<file path="src/rtl/pipe_stage_chain.sv">
// Valid/ready pipeline register chain with bubble collapse, global stall and flush.
// Stage DEPTH-1 drives the output; each stage is one pipe_stage_chain_stage instance.

module pipe_stage_chain_stage #(
   parameter int WIDTH = 32
) (
   input  logic             clk,
   input  logic             reset,
   input  logic             flush,
   input  logic             stall,
   input  logic             adv,
   input  logic             src_v,
   input  logic [WIDTH-1:0] src_d,
   output logic             v,
   output logic [WIDTH-1:0] d
);

   // Data only loads from a valid source so an empty slot keeps its last payload.
   always_ff @(posedge clk or negedge reset) begin
      if (!reset) begin
         v <= 1'b0;
         d <= '0;
      end else if (flush) begin
         v <= 1'b0;
      end else if (!stall && adv) begin
         v <= src_v;
         if (src_v) d <= src_d;
      end
   end

endmodule

module pipe_stage_chain #(
   parameter  int WIDTH = 32,
   parameter  int DEPTH = 1,
   localparam int CNT_W = $clog2(DEPTH + 1)
) (
   input  logic             clk,
   input  logic             reset,
   input  logic             stall,
   input  logic             flush,
   input  logic             in_valid,
   input  logic [WIDTH-1:0] in_data,
   output logic             in_ready,
   output logic             out_valid,
   output logic [WIDTH-1:0] out_data,
   input  logic             out_ready,
   output logic [CNT_W-1:0] occupancy
);

   logic [DEPTH-1:0]            vld;
   logic [DEPTH-1:0]            adv;
   logic [DEPTH-1:0]            src_v;
   logic [DEPTH-1:0][WIDTH-1:0] src_d;
   logic [DEPTH-1:0][WIDTH-1:0] dat;

   for (genvar i = 0; i < DEPTH; i++) begin : g_stage
      // A stage is blocked only when it and every stage after it are full and the sink stalls.
      assign adv[i] = out_ready | ~(&vld[DEPTH-1:i]);

      if (i == 0) begin : g_head
         assign src_v[i] = in_valid;
         assign src_d[i] = in_data;
      end else begin : g_body
         assign src_v[i] = vld[i-1];
         assign src_d[i] = dat[i-1];
      end

      pipe_stage_chain_stage #(.WIDTH(WIDTH)) u_stage (
         .clk   (clk),
         .reset (reset),
         .flush (flush),
         .stall (stall),
         .adv   (adv[i]),
         .src_v (src_v[i]),
         .src_d (src_d[i]),
         .v     (vld[i]),
         .d     (dat[i])
      );
   end

   assign in_ready  = reset & adv[0] & ~stall & ~flush;
   assign out_valid = vld[DEPTH-1] & ~stall & ~flush;
   assign out_data  = dat[DEPTH-1];

   always_comb begin
      occupancy = '0;
      for (int i = 0; i < DEPTH; i++) occupancy = occupancy + CNT_W'(vld[i]);
   end

endmodule

</file>
<file path="config.mk">
export PLATFORM = sky130hd
export DESIGN_NAME = pipe_stage_chain
export DESIGN_NICKNAME = d
export VERILOG_FILES = /design/src/rtl/pipe_stage_chain.sv
export SDC_FILE = /design/constraint.sdc
export NUM_CORES = 1
export LEC_CHECK = 0
export ABC_AREA = 1
export CAP_MARGIN = 25
export CORE_ASPECT_RATIO = 1.4
export CORE_MARGIN = 3
export CORE_UTILIZATION = 25
export DETAILED_ROUTE_END_ITERATION = 8
export PLACE_DENSITY = 0.65
export SLEW_MARGIN = 25
export SYNTH_ARGS = -nofsm -noshare
export SYNTH_HDL_FRONTEND = slang
export SYNTH_SLANG_ARGS = --single-unit
export TNS_END_PERCENT = 50
</file>
<file path="constraint.sdc">
create_clock -name clk -period 1.8 [get_ports clk]
set_input_delay 0.27 -clock clk [delete_from_list [all_inputs] [get_ports clk]]
set_output_delay 0.27 -clock clk [all_outputs]
set_load 0.005 [all_outputs]
</file>
==> results.toml <==
[sta]
period_needed_ns = 1.553
rsz0062_at_grt = "false"
setup_violations = 0
fin_hold_ws_ns = 0.05986
worst_slack_ns = 0.2472
fmax_ghz = 0.6440
slew_headroom_pct = 72.46
finalSetupTns_ns = 0
fin_worst_skew_ns = 0.003269
maxSlewViolCount = 0
finalCritPeriodShare_pct = 86.27
tightest_slew_ns = 0.4131
finalHoldViolCount = 0

[global_route]
grt_max_degree = 34
overflow = 0
grt_pass1_vias = 1323
grt_pass1_wl_mm = 6.265
grt_usage_pct = 12.17
antenna_found_initial = 0

[routing]
wl_mm = 3.907
drc = 0
first_pass_iters = 4
drt_iter0_markers = 61
ant_nets = 0
post_drt_wl_per_cell_um = 13.15
viasPerCell = 4.438
dr_total_vias = 1318

[clock_tree]
worstSkewPairLatency_ns = 0.27
hold_buffers = 0
clock-sinks = 33
clk_path_buf_depth = 2
cts-buffers-inserted = 5
cts_tree = "done"
h-tree-depth = 2
cts_root_buffer = "clkbuf_8"
clk_pin_slew_ns = 0.07

[yosys]
yosys_register_bits = 33
yosys-top-cells-area = "dfrtp_1 (59%), nand2_1 (18%), nand4_1 (14%)"
synth_cells = 154
yosys.area.top_type_share_pct = 59.03
syn_area_sq_mm = 0.001399
syn_avg_cell_area_sq_um = 9.083
syn-num-nets = 192
ys_types = 11
seq_area_frac_synth_pct = 59.03
synth_top_area_cell = "dfrtp_1"
yosysWarnings = 0

[layout]
area_growth_pct = 66.64
n_antenna_cell = 0
fillers = 561
layout-drive-gt1-share_pct = 8.658
fin_cells = 297
finalNetCount = 268

[worst_setup_path]
worstSetupPathType = "primary input to primary output"
start_kind = "primary input"
cp_max_fo = 2
arrival_ns = 1.28
cp.required_ns = 1.53
end_kind = "primary output"

[min_path]
min_path_type = "primary input to asynchronous set/reset pin"

[placement]
hpwl_mm = 2.789
placedCellCount = 289
port_buffers = 72
place_congestion = 0.6986
dp_worst_setup_slack_ns = -0.04677

[die]
rows = 31
ios = 73
dieArea_sq_mm = 0.006542
die_h_um = 94.51
core-area_sq_mm = 0.005275
dieWidth_um = 69.22
start_util_pct = 26.52

[pwr]
finalPower_uw = 2180
cellLeakagePower_uw = 0.001122
peakVddDrop_mv = 0.5245
power.density_mw_per_mm2 = 935.2

[flow_run]
cap_violations = 0

[outcome]
outcome = "finished clean"
cell usage in the layout, fill, tap and decap left out:
master | synthesis | layout
nand2_1 | 67 | 67
clkdlybuf4s50_1 | 0 | 69
buf_2 | 9 | 1
nor2_4 | 1 | 1
nand3_2 | 1 | 1
dlymetal6s2s_1 | 0 | 1
dlygate4sd2_1 | 0 | 1
clkbuf_1 | 0 | 1
bufinv_16 | 0 | 1
nor2_1 | 2 | 2
o21ai_0 | 1 | 1
clkbuf_8 | 0 | 6
buf_12 | 0 | 1
a21oi_2 | 0 | 1
inv_1 | 4 | 4
dfrtp_1 | 33 | 33
nand4_1 | 32 | 32
buf_4 | 3 | 8
layer usage:
metal	GRT usage, %	vias to the layer above	routed length, um
met5	0	-	0
met4	3.909	0	23
met3	4.153	2	241
met2	21.89	43	2062
met1	13.45	605	1578
li1	-	668	-
per-stage QoR:
stage          area [sq um]  utilization (%)
2_1_floorplan          1399                -
3_3_place_gp           2210            41.89
3_5_place_dp           2210            41.89
4_1_cts                2328            44.14
5_1_grt                2331            44.19
6_report               2331            44.19
critical path, stage by stage:
cell and delay [ns]:
clkdlybuf4s50_1 0.46, inv_1 0.06, a21oi_2 0.12, nand2_1 0.06, nor2_1 0.07, dlygate4sd2_1 0.24
synth_stat cells:
master / count
nand4_1: 32
nor2_4: 1
nand2_1: 67
a21oi_1: 1
buf_4: 3
nand3_2: 1
inv_1: 4
buf_2: 9
nor2_1: 2
o21ai_0: 1
dfrtp_1: 33
registers in the layout (all words and copies together), names as in the netlist:
name	count
g_stage.u_stage.d	32
g_stage.u_stage.v	1
final cells by class:
type / count / area [sq um] / share of cell area (%)
well taps: 66 / 82.58 / 3.543
multi-input cells: 105 / 494.2 / 21.20
clock inverters: 1 / 30.03 / 1.288
flip-flops and latches: 33 / 825.8 / 35.43
inverters: 4 / 15.01 / 0.6441
clock buffers: 7 / 86.33 / 3.704
repair buffers: 81 / 797.0 / 34.19
power by group:
group / switching [uW] / internal (uW) / total, uW / leakage (uW)
logic: 196 / 346 / 542 / 0.000650
registers: 68.0 / 868 / 936 / 0.000413
clock network: 251 / 451 / 702 / 0.0000585
logic make-up (layout without fill, tap and decap cells):
logic type	after synthesis	after routing	share of synthesized area, %
AO/OA/AOI/OAI	2	2	0.7149
flip-flops	33	33	59.03
buffers and inverters	16	93	5.903
AND/OR/NAND/NOR	103	103	34.35
timing repair:
item | in CTS | in global routing
setup endpoints to repair | 1 | 1
endpoints found under the hold margin | 0 | 0
pin swaps | 0 | 0
gates resized for setup | 2 | 1
gates cloned | 0 | 0
buffers inserted | 0 | 0
final timing paths:
check                      slack [ns]                                   end  cells after the start                                  from
setup / recovery                 0.25                              in_ready                      6                             out_ready
hold / removal                   0.06  g_stage[0].u_stage.d[30]$_DFFE_PN0P_                      2                                 reset
setup reg to reg                 0.67      g_stage[0].u_stage.v$_DFFE_PN0P_                      4      g_stage[0].u_stage.v$_DFFE_PN0P_
hold reg to reg                  0.47  g_stage[0].u_stage.d[15]$_DFFE_PN0P_                      2  g_stage[0].u_stage.d[15]$_DFFE_PN0P_
max in group asynchronous        1.44   g_stage[0].u_stage.d[6]$_DFFE_PN0P_                      2                                 reset
min in group clk                 0.47  g_stage[0].u_stage.d[15]$_DFFE_PN0P_                      2  g_stage[0].u_stage.d[15]$_DFFE_PN0P_
Power figures use the tool's default switching activity.
